## config.mk

```make
export PLATFORM = sky130hd
export DESIGN_NAME = host_frame_receiver
export DESIGN_NICKNAME = d
export VERILOG_FILES = /design/src/rtl/host_frame_receiver.sv
export SDC_FILE = /design/constraint.sdc
export NUM_CORES = 1
export LEC_CHECK = 0
export CAP_MARGIN = 0
export CORE_ASPECT_RATIO = 0.5
export CORE_UTILIZATION = 55
export CTS_CLUSTER_SIZE = 14
export DETAILED_ROUTE_END_ITERATION = 10
export PLACE_DENSITY_LB_ADDON = 0.05
export SYNTH_ARGS = -nofsm -noshare
export SYNTH_HDL_FRONTEND = slang
export SYNTH_SLANG_ARGS = --single-unit
```

## constraint.sdc

```tcl
create_clock -name masterClock -period 2.7 [get_ports masterClock]
set_input_delay 0.54 -clock masterClock [delete_from_list [all_inputs] [get_ports masterClock]]
set_output_delay 0.54 -clock masterClock [all_outputs]
set_load 0.01 [all_outputs]
```

## src/rtl/host_frame_receiver.sv

```systemverilog
// Host frame receiver: assembles SYNC/control/4 data/XOR-checksum frames from a
// UART byte stream and holds each valid frame until the consumer acknowledges it.
module host_frame_receiver #(
   parameter logic [7:0]  SYNC_BYTE      = 8'hA5,
   parameter int unsigned TIMEOUT_CYCLES = 50000
) (
   input  logic        masterClock,
   input  logic        reset,
   input  logic        rxValid,
   input  logic [7:0]  rxByte,
   input  logic        clearDR,
   output logic        dataReceived,
   output logic [7:0]  control,
   output logic [31:0] inputData,
   output logic        frameError,
   output logic        overrun,
   output logic        busy
);

   localparam int unsigned BYTE_W = 8;
   localparam int unsigned DATA_W = 32;
   localparam int unsigned IDX_W  = 2;
   localparam int unsigned CNT_W  = 20;
   localparam logic [CNT_W-1:0] TMO_LAST = CNT_W'(TIMEOUT_CYCLES - 1);

   typedef enum logic [2:0] {
      IDLE     = 3'd0,
      CTRL     = 3'd1,
      DATA     = 3'd2,
      CSUM     = 3'd3,
      HOLD     = 3'd4,
      WAIT_CLR = 3'd5
   } state_t;

   state_t              state_q, state_d;
   logic [BYTE_W-1:0]   ctrl_sh_q, ctrl_sh_d;
   logic [DATA_W-1:0]   data_sh_q, data_sh_d;
   logic [IDX_W-1:0]    idx_q, idx_d;
   logic [CNT_W-1:0]    tmo_q, tmo_d;
   logic [BYTE_W-1:0]   control_q, control_d;
   logic [DATA_W-1:0]   input_data_q, input_data_d;
   logic                data_received_q, data_received_d;
   logic                frame_error_q, frame_error_d;
   logic                overrun_q, overrun_d;
   logic                busy_q, busy_d;

   logic                in_frame;
   logic                timeout_hit;
   logic [BYTE_W-1:0]   csum_exp;

   assign in_frame    = (state_q == CTRL) || (state_q == DATA) || (state_q == CSUM);
   assign timeout_hit = in_frame && !rxValid && (tmo_q == TMO_LAST);
   assign csum_exp    = ctrl_sh_q ^ data_sh_q[7:0] ^ data_sh_q[15:8]
                      ^ data_sh_q[23:16] ^ data_sh_q[31:24];

   // Next-state and next-output logic
   always_comb begin
      state_d         = state_q;
      ctrl_sh_d       = ctrl_sh_q;
      data_sh_d       = data_sh_q;
      idx_d           = idx_q;
      control_d       = control_q;
      input_data_d    = input_data_q;
      data_received_d = data_received_q;
      frame_error_d   = 1'b0;
      overrun_d       = 1'b0;
      tmo_d           = '0;

      if (in_frame && !rxValid) begin
         tmo_d = tmo_q + CNT_W'(1);
      end

      unique case (state_q)
         IDLE: begin
            if (rxValid && (rxByte == SYNC_BYTE)) begin
               state_d = CTRL;
            end
         end
         CTRL: begin
            if (rxValid) begin
               ctrl_sh_d = rxByte;
               idx_d     = '0;
               state_d   = DATA;
            end else if (timeout_hit) begin
               frame_error_d = 1'b1;
               state_d       = IDLE;
            end
         end
         DATA: begin
            if (rxValid) begin
               unique case (idx_q)
                  2'd0:    data_sh_d[7:0]   = rxByte;
                  2'd1:    data_sh_d[15:8]  = rxByte;
                  2'd2:    data_sh_d[23:16] = rxByte;
                  default: data_sh_d[31:24] = rxByte;
               endcase
               idx_d = idx_q + IDX_W'(1);
               if (idx_q == IDX_W'(3)) begin
                  state_d = CSUM;
               end
            end else if (timeout_hit) begin
               frame_error_d = 1'b1;
               state_d       = IDLE;
            end
         end
         CSUM: begin
            if (rxValid) begin
               if (rxByte == csum_exp) begin
                  control_d       = ctrl_sh_q;
                  input_data_d    = data_sh_q;
                  data_received_d = 1'b1;
                  state_d         = HOLD;
               end else begin
                  frame_error_d = 1'b1;
                  state_d       = IDLE;
               end
            end else if (timeout_hit) begin
               frame_error_d = 1'b1;
               state_d       = IDLE;
            end
         end
         HOLD: begin
            overrun_d = rxValid;
            if (clearDR) begin
               data_received_d = 1'b0;
               state_d         = WAIT_CLR;
            end
         end
         WAIT_CLR: begin
            // Bytes are still dropped here so a frame cannot land before clearDR falls
            overrun_d = rxValid;
            if (!clearDR) begin
               state_d = IDLE;
            end
         end
         default: begin
            state_d = IDLE;
         end
      endcase

      busy_d = (state_d != IDLE);
   end

   // State and output registers
   always_ff @(posedge masterClock) begin
      if (reset) begin
         state_q         <= IDLE;
         ctrl_sh_q       <= '0;
         data_sh_q       <= '0;
         idx_q           <= '0;
         tmo_q           <= '0;
         control_q       <= '0;
         input_data_q    <= '0;
         data_received_q <= 1'b0;
         frame_error_q   <= 1'b0;
         overrun_q       <= 1'b0;
         busy_q          <= 1'b0;
      end else begin
         state_q         <= state_d;
         ctrl_sh_q       <= ctrl_sh_d;
         data_sh_q       <= data_sh_d;
         idx_q           <= idx_d;
         tmo_q           <= tmo_d;
         control_q       <= control_d;
         input_data_q    <= input_data_d;
         data_received_q <= data_received_d;
         frame_error_q   <= frame_error_d;
         overrun_q       <= overrun_d;
         busy_q          <= busy_d;
      end
   end

   assign dataReceived = data_received_q;
   assign control      = control_q;
   assign inputData    = input_data_q;
   assign frameError   = frame_error_q;
   assign overrun      = overrun_q;
   assign busy         = busy_q;

endmodule

```

==> results of run 1 <==
-- state kept, by name (all words and copies together), names as in the netlist --
signal        count
tmo_q            20
overrun           1
dataReceived      1
data_sh_q        32
control           8
ctrl_sh_q         8
busy              1
state_q           3
frameError        1
inputData        32
idx_q             2
-- cell type report --
class                           instances  area (um2)
Clock buffer                           11         233
Clock inverter                          4        50.0
Fill cell                             675        2510
Inverter                                7        26.3
Multi-Input combinational cell        357        2250
Sequential cell                       109        2180
Tap cell                              112         140
Timing Repair Buffer                   70         696
-- final timing paths --
path             start            end  slack, ps  depth (start not counted)
max          rxByte[3]  inputData[12]        430                          8
min           tmo_q[0]       tmo_q[0]        440                          1
max reg2reg   tmo_q[0]           busy        560                          7
min reg2reg   tmo_q[0]       tmo_q[0]        440                          1
-- cell usage after synthesis (all sizes together) --
master	number
and3	6
ha	6
xor2	17
a311oi	1
a21oi	45
nor4	2
o21ai	5
and4bb	1
dfxtp	109
and2	1
or2	1
and4	1
nand3	40
a22oi	1
or4	1
nand4	5
xnor2	23
or3	3
and3b	1
nor2	71
nor2b	2
a32oi	1
xnor3	8
mux2i	40
nor4b	2
inv	7
a21o	1
a41oi	1
o21bai	1
clkbuf	26
a22o	1
nor3	6
buf	7
nand2	63
-- routing by layer --
metal  GRT usage (%)  vias up  routed length [um]
li1                -     1790                   -
met1            34.3     1683                5110
met2            37.6       93                4400
met3            7.15       11                 678
met4            7.70        0                 104
met5               0        -                   0
-- cell usage in the layout (no fill, tap or decap), types with 2 or more instances in the layout --
cell               n
nand3_1           40
a21oi_1           45
xnor3_1            7
nand4_1            4
or3_1              3
ha_1               6
mux2i_1           40
nor4b_1            2
xor2_1            17
clkbuf_1           2
nand2_1           63
nor4_1             2
buf_4             12
xnor2_1           23
buf_12             3
o21ai_0            5
dfxtp_1          109
nor2_1            71
and3_1             6
clkdlybuf4s50_1   54
nor2b_1            2
nor3_1             5
clkbuf_16          9
inv_1              6
clkinvlp_4         2
-- through the flow --
step                      std cells  setup slack [ps]  instance area (um2)  util [%]
after floorplan                 506               465                 4640         -
final                           670               435                 5580      69.0
after global routing            670               310                 5580      69.0
after CTS                       670               410                 5580      69.0
after detailed placement        655              57.8                 5300      65.5
after global placement          655              99.1                 5300      65.5
-- kinds of logic (layout without fill, tap and decap cells) --
| kind of cell | after synthesis | count (layout) | synth area share [%] |
|---|---|---|---|
| multiplexers | 40 | 40 | 8.63 |
| flip-flops | 109 | 109 | 47.0 |
| buffers and inverters | 40 | 92 | 4.45 |
| AND/OR/NAND/NOR | 206 | 206 | 20.1 |
| AO/OA/AOI/OAI | 57 | 57 | 6.79 |
| adder cells (fa/ha/maj) | 6 | 6 | 1.62 |
| XOR/XNOR | 48 | 48 | 11.5 |
-- power groups by stage --
stage / clock network, mW / logic, mW / registers [mW]
6_report: 1.29 / 0.0899 / 1.61
5_1_grt: 1.38 / 0.0942 / 1.61
4_1_cts: 1.31 / 0.0890 / 1.61
3_5_place_dp: 0 / 0.0880 / 1.64
3_3_place_gp: 0 / 0.0884 / 1.64
2_1_floorplan: 0 / 0.0454 / 1.64
-- worst max-delay path, cell delays in order --
cell and delay (ps):
clkdlybuf4s50_1 440, xor2_1 170, xnor3_1 380, nand4_2 140, nor3_4 280, buf_12 250, mux2i_1 230, nor2_1 50
==> flow_summary_export.csv, run 1 <==
group,metric,value,unit
timing,tns,0,ps
cells_and_area,synthToLayoutAreaGrowth,20.2,%
timing,slew_viol_final,0,
synthesis,netlist.area_leader.share,47.0,%
synthesis,yosys_register_bits,109,
clock_tree,post_cts_buffers,0,
timing,finalWorstPathRequiredPeriod,2270,ps
run,drv_cap,0,
floorplanning,initial_core_util,57.4,%
place,finalWeightedCongestion,0.826,
synthesis,synth_top_area_cell,"dfxtp_1",
synthesis,syn_inst,506,
clock_tree,h-tree-depth,3,
clock_tree,clkLatencyLatePin,350,ps
clock_tree,root_buffer,"clkbuf_16",
drt,num_vias,3577,
floorplanning,rows,23,
synthesis,syn_avg_cell_area,9.17,um2
floorplanning,dieArea,8830,um2
clock_tree,cts_tree,"built",
floorplanning,core_region_area,8090,um2
timing,fmax,0.441,GHz
clock_tree,cts_buffers,9,
worst_setup_path,end_kind,"register",
pwr,p_switching,0.630,mW
pwr,power_density,536,nW/um2
pwr,ir_drop,323,uV
global_route,grt_usage,24.9,%
global_route,grt_pass1_vias,3239,
pwr,swShare,21.1,%
pwr,clkPwrFrac,43.2,%
floorplanning,die_x,132,um
pwr,power,2.99,mW
cells_and_area,diodes,0,
global_route,grt-ovfl-total,0,
pwr,pwr-share-seq,53.8,%
timing,tightestPinTransition,652,ps
place,hpwl,6.97,mm
hold_path,min_path_type,"reg2reg",
drt,wirelength,10.3,mm
worst_setup_path,setup.worst_path.class,"in2reg",
cells_and_area,final_nets,572,
timing,finClkSkew,6.69,ps
pwr,internal_power,2.36,mW
global_route,grt_antenna_before_repair,0,
clock_tree,cts_hold_repair.buffers,0,
clock_tree,cts.sink_count,109,
outcome,outcome,"finished clean",
drt,drtPass1Iterations,5,
synthesis,yosys_warnings,0,
timing,finalSetupViolCount,0,
clock_tree,clockBufferDepth,2,
synthesis,syn_nets,524,
floorplanning,io_pins,56,
timing,rsz0062_at_grt,"no",
worst_setup_path,path_max_fanout,26,
timing,hold_viol_final,0,
synthesis,synth_cell_types,41,
drt,via_per_inst,5.34,
timing,period_share,83.9,%
worst_setup_path,crit_required,2930,ps
drt,drcViolationCount,0,
drt,initialDrtViolationCount,403,
timing,timing.slew.headroom,56.6,%
global_route,grt_max_degree,48,
worst_setup_path,arrival,2500,ps
synthesis,ys_seq_area_share,47.0,%
timing,hold_ws,441,ps
drt,wire_per_inst,15.4,um
pwr,comb_power_share,3.0,%
global_route,grt_pass1_wl,16.7,mm
drt,antenna_left,0,
synthesis,syn_area,4640,um2
worst_setup_path,cp-start-kind,"input port",
synthesis,yosys-top-cells-area,"dfxtp_1, mux2i_1, nor2_1",
pwr,power_leakage,1.98,nW
floorplanning,die_h,67.0,um
place,portBuffers,55,
clock_tree,ctsResizeCount,0,
clock_tree,cts.reportedPaths.clkPinSlew,70,ps
cells_and_area,drive_gt1_share,6.45,%
Power figures use the tool's default switching activity.
==> run 2: changes to the inputs <==
Settings changed: CORE_UTILIZATION 55 to 50.
Clock period 2.7 ns to 1.9 ns, I/O delays scaled along.
==> flow_summary_export.csv, run 2 (synthesis results as in run 1) <==
group,metric,value,unit
outcome,outcome,"finished with violations",
outcome,violations,"design-rule violations, negative setup slack",
clock_tree,h-tree-depth,3,
place,pre_cts_slack,-563,ps
global_route,grt_pass1_vias,3591,
cells_and_area,fin_cells,738,
cells_and_area,synthToLayoutAreaGrowth,35.0,%
pwr,power_density,694,nW/um2
worst_setup_path,crit_slowest_cell,"xnor3_1",
global_route,grt_usage,25.0,%
drt,drcViolationCount,10,
floorplanning,die_h,70.1,um
pwr,power,4.35,mW
cells_and_area,diodes,0,
clock_tree,clkLatencyLatePin,350,ps
timing,finClkSkew,5.00,ps
place,hpwl,7.63,mm
floorplanning,initial_core_util,52.4,%
clock_tree,cts_buffers,9,
worst_setup_path,setup.worst_path.class,"reg2reg",
cells_and_area,seqCellArea,2200,um2
drt,drtPass1Iterations,8,
pwr,ir_drop,507,uV
timing,slew_viol_final,0,
timing,fmax,0.491,GHz
timing,period_share,107,%
global_route,grt-ovfl-total,0,
worst_setup_path,path_max_fanout,7,
drt,wire_per_inst,15.5,um
clock_tree,cts.reportedPaths.clkPinSlew,70,ps
worst_setup_path,crit_required,2120,ps
floorplanning,die_x,138,um
floorplanning,rows,24,
clock_tree,cts_tree,"built",
clock_tree,clockBufferDepth,2,
place,finalWeightedCongestion,0.865,
drt,antenna_left,0,
cells_and_area,final_cell_mix,"dfxtp_1, nor2_1, buf_4, nand2_1, clkdlybuf4s50_1",
timing,hold_viol_final,0,
timing,finalSetupViolCount,43,
floorplanning,dieArea,9700,um2
clock_tree,cts.sink_count,109,
hold_path,min_path_type,"in2reg",
worst_setup_path,end_kind,"register",
worst_setup_path,arrival,2250,ps
worst_setup_path,crit_chain,"xor2_1 > xnor3_1 > nand4_1 > nor3_4 > buf_6 > buf_12 > mux2i_1 > nor2_1",
run,drv_cap,0,
cells_and_area,drive_gt1_share,20.8,%
timing,rsz0062_at_grt,"yes",
timing,hold_ws,286,ps
timing,finalWorstPathRequiredPeriod,2030,ps
global_route,grt_max_degree,57,
floorplanning,core_region_area,8860,um2
timing,setup_ws,-135,ps
place,place_inst,714,
clock_tree,cts_hold_repair.buffers,0,
global_route,grt_antenna_before_repair,0,
pwr,power_leakage,2.41,nW
cells_and_area,final_nets,634,
cells_and_area,fill_cells,718,
worst_setup_path,path_delay_family,"XOR/XNOR gates",
drt,wirelength,11.4,mm
drt,initialDrtViolationCount,249,
timing,timing.slew.headroom,61.8,%
drt,num_vias,3788,
worst_setup_path,crit_path_max_incr_delay,380,ps
timing,tightestPinTransition,573,ps
clock_tree,root_buffer,"clkbuf_16",
worst_setup_path,cp-start-kind,"register",
place,portBuffers,55,
drt,via_per_inst,5.13,
cells_and_area,multiInputGateArea,2350,um2
worst_setup_path,path_buf_inv,2,
cells_and_area,layout_commonest_cell,"dfxtp_1",
floorplanning,io_pins,56,
global_route,grt_pass1_wl,18.4,mm
[run 2: report_power, final]
part | total (mW) | internal, mW | switching [mW]
clock network | 1.93 | 1.13 | 0.804
registers | 2.28 | 2.28 | 0.000144
logic | 0.136 | 0.0582 | 0.0778
total | 4.35 | 3.47 | 0.881
[run 2: final cells by class]
class	count	area share (%)
multi-input combinational	357	37.6
timing repair buffer	132	19.6
clock buffer	13	4.31
clock inverter	3	0.679
sequential	109	35.1
tap	117	2.34
inverter	7	0.419
[run 2: timing repair]
item,4_1_cts,5_1_grt
pin swaps,8,8
resized for setup,21,20
cloned,2,1
setup buffers,5,1
endpoints found under the hold margin,0,0
setup endpoints to repair,43,50
[run 2: worst reg2reg max path, delay by kind of cell (launching register included)]
| kind | cells | cell delay, ps |
|---|---|---|
| XOR/XNOR | 2 | 550 |
| buffers and inverters | 2 | 340 |
| flip-flops | 1 | 320 |
| multiplexers | 1 | 210 |
| AND/OR/NAND/NOR | 3 | 480 |
[run 2: worst paths after layout]
check / startpoint / end / slack [ps] / cells after the start
setup / recovery: data_sh_q[17] / control[0] / -130 / 8
hold / removal: reset / dataReceived / 290 / 2
setup reg to reg: data_sh_q[17] / control[0] / -130 / 8
hold reg to reg: inputData[24] / inputData[24] / 490 / 2
[run 2: stage by stage]
stage                     area [um2]  utilization (%)  setup TNS (ps)
after floorplan                 4660                -            -591
after global placement          5710             64.4          -27380
after detailed placement        5710             64.4          -29400
after CTS                       6170             69.7           -1900
after global routing            6270             70.8           -7930
final                           6270             70.8           -3830
[run 2: layer usage]
layer	vias to the layer above	track usage [%]	part of all wire, %
met5	-	0	0
met4	0	9.11	1.6
met3	20	6.86	5.8
met2	79	38.0	44
met1	1772	34.2	49
li1	1917	-	-
==> run 3: changes to the inputs <==
Settings changed: CORE_MARGIN from default to 5.
==> flow_summary_export.csv, run 3 (synthesis results as in run 1) <==
group,metric,value,unit
drt,initialDrtViolationCount,277,
worst_setup_path,timing.rr.end,"control[0]",
cells_and_area,synthToLayoutAreaGrowth,36.3,%
global_route,grt_max_degree,61,
worst_setup_path,rrSetupSlack,-160,ps
clock_tree,clkLatencyLatePin,350,ps
clock_tree,cts_hold_repair.buffers,0,
hold_path,min_path_type,"in2reg",
timing,finalSetupViolCount,43,
worst_setup_path,worstReg2RegStart,"data_sh_q[28]",
global_route,grt_pass1_vias,3751,
place,hpwl,7.97,mm
global_route,grt_antenna_before_repair,0,
timing,setup_ws,-156,ps
cells_and_area,final_nets,636,
outcome,outcome,"finished with violations",
floorplanning,dieArea,11400,um2
timing,rsz0062_at_grt,"yes",
place,finalWeightedCongestion,0.824,
clock_tree,clockBufferDepth,2,
worst_setup_path,crit_path_max_incr_delay,380,ps
floorplanning,die_x,146,um
pwr,comb_power_share,3.0,%
drt,num_vias,3791,
floorplanning,io_pins,56,
pwr,ir_drop,472,uV
worst_setup_path,critPathCapture,"control[0]",
worst_setup_path,crit_chain,"xor2_2 > xnor3_1 > nand4_1 > nor3_4 > buf_6 > buf_8 > buf_16 > mux2i_1 > nor2_1",
pwr,power_density,703,nW/um2
timing,finClkSkew,7.36,ps
pwr,internal_power,3.57,mW
clock_tree,h-tree-depth,3,
cells_and_area,drive_gt1_share,20.4,%
floorplanning,rows,24,
global_route,grt-ovfl-total,0,
drt,wire_per_inst,15.7,um
drt,wirelength,11.6,mm
worst_setup_path,cp-startpoint,"data_sh_q[28]",
worst_setup_path,cp-start-kind,"register",
pwr,pwr-share-seq,51.3,%
worst_setup_path,path_max_fanout,5,
drt,via_per_inst,5.12,
pwr,p_switching,0.881,mW
timing,slew_viol_final,0,
drt,drtPass1Iterations,4,
clock_tree,root_buffer,"clkbuf_16",
floorplanning,die_h,78.1,um
timing,tightestPinTransition,621,ps
timing,finalWorstPathRequiredPeriod,2060,ps
outcome,violations,"negative setup slack",
pwr,clkPwrFrac,45.7,%
cells_and_area,diodes,0,
timing,fmax,0.486,GHz
cells_and_area,final_cell_mix,"dfxtp_1, nor2_1, buf_4, nand2_1, clkdlybuf4s50_1",
pwr,swShare,19.8,%
global_route,grt_usage,21.0,%
drt,drcViolationCount,0,
timing,period_share,108,%
clock_tree,cts_tree,"built",
worst_setup_path,arrival,2270,ps
cells_and_area,layout_commonest_cell,"dfxtp_1",
timing,timing.slew.headroom,58.6,%
pwr,power_leakage,2.41,nW
floorplanning,initial_core_util,52.2,%
clock_tree,cts.reportedPaths.clkPinSlew,70,ps
worst_setup_path,end_kind,"register",
worst_setup_path,r2r_cells,9,
timing,hold_ws,428,ps
run,drv_cap,0,
floorplanning,core_region_area,8890,um2
clock_tree,cts.sink_count,109,
worst_setup_path,crit_required,2120,ps
worst_setup_path,crit_slowest_cell,"xnor3_1",
worst_setup_path,setup.worst_path.class,"reg2reg",
timing,hold_viol_final,0,
global_route,grt_pass1_wl,19.3,mm
place,portBuffers,55,
drt,antenna_left,0,
pwr,power,4.45,mW
clock_tree,cts_buffers,9,
[run 3: critical path, delay by kind of cell (launching register included)]
family,cells,cell delay [ps]
buf+inv,3,380
simple gates,3,430
flops,1,340
xor+xnor,2,570
mux,1,190
[run 3: final cells by class]
type,count,area (um2)
clock buffers,13,260
clock inverters,3,67.6
fillers,690,2560
inverters,7,28.8
multi-input cells,357,2370
flip-flops and latches,109,2190
well taps,117,146
repair buffers,134,1260
[run 3: through the flow]
stage / TNS [ps] / std cells / setup WS (ps) / instance area [um2] / utilization, %
after floorplan: -591 / 506 / -15.3 / 4660 / -
after global placement: -29760 / 715 / -491 / 5730 / 64.4
final: -3820 / 740 / -156 / 6320 / 71.2
after detailed placement: -31460 / 715 / -554 / 5730 / 64.4
after CTS: -3030 / 742 / -138 / 6300 / 70.9
after global routing: -8600 / 740 / -297 / 6320 / 71.2
[run 3: worst min path at each step]
stage,startpoint,end,cells past startpoint
6_report,reset,state_q[2],3
5_1_grt,reset,overrun,2
4_1_cts,reset,busy,3
3_5_place_dp,inputData[9],inputData[9],2
3_3_place_gp,inputData[14],inputData[14],2
2_1_floorplan,tmo_q[0],tmo_q[0],1
[run 3: per-layer routing]
metal / GRT usage (%) / wire (um) / vias up
li1: - / - / 1922
met1: 27.1 / 5320 / 1747
met2: 33.2 / 5000 / 106
met3: 7.88 / 1090 / 16
met4: 6.66 / 221 / 0
met5: 0 / 0 / -
[run 3: power groups by stage]
stage	Sequential [mW]	Clock (mW)	Combinational (mW)
detailed placement	2.34	0	0.127
global route	2.28	2.18	0.143
finish	2.28	2.03	0.133
global placement	2.34	0	0.128
CTS	2.28	2.07	0.131
floorplan	2.34	0	0.0648
[run 3: timing repair]
action | in CTS | in global routing
buffers inserted | 7 | 1
pin swaps | 9 | 2
gates resized for setup | 25 | 19
gates cloned | 4 | 0
endpoints found under the setup margin | 45 | 76
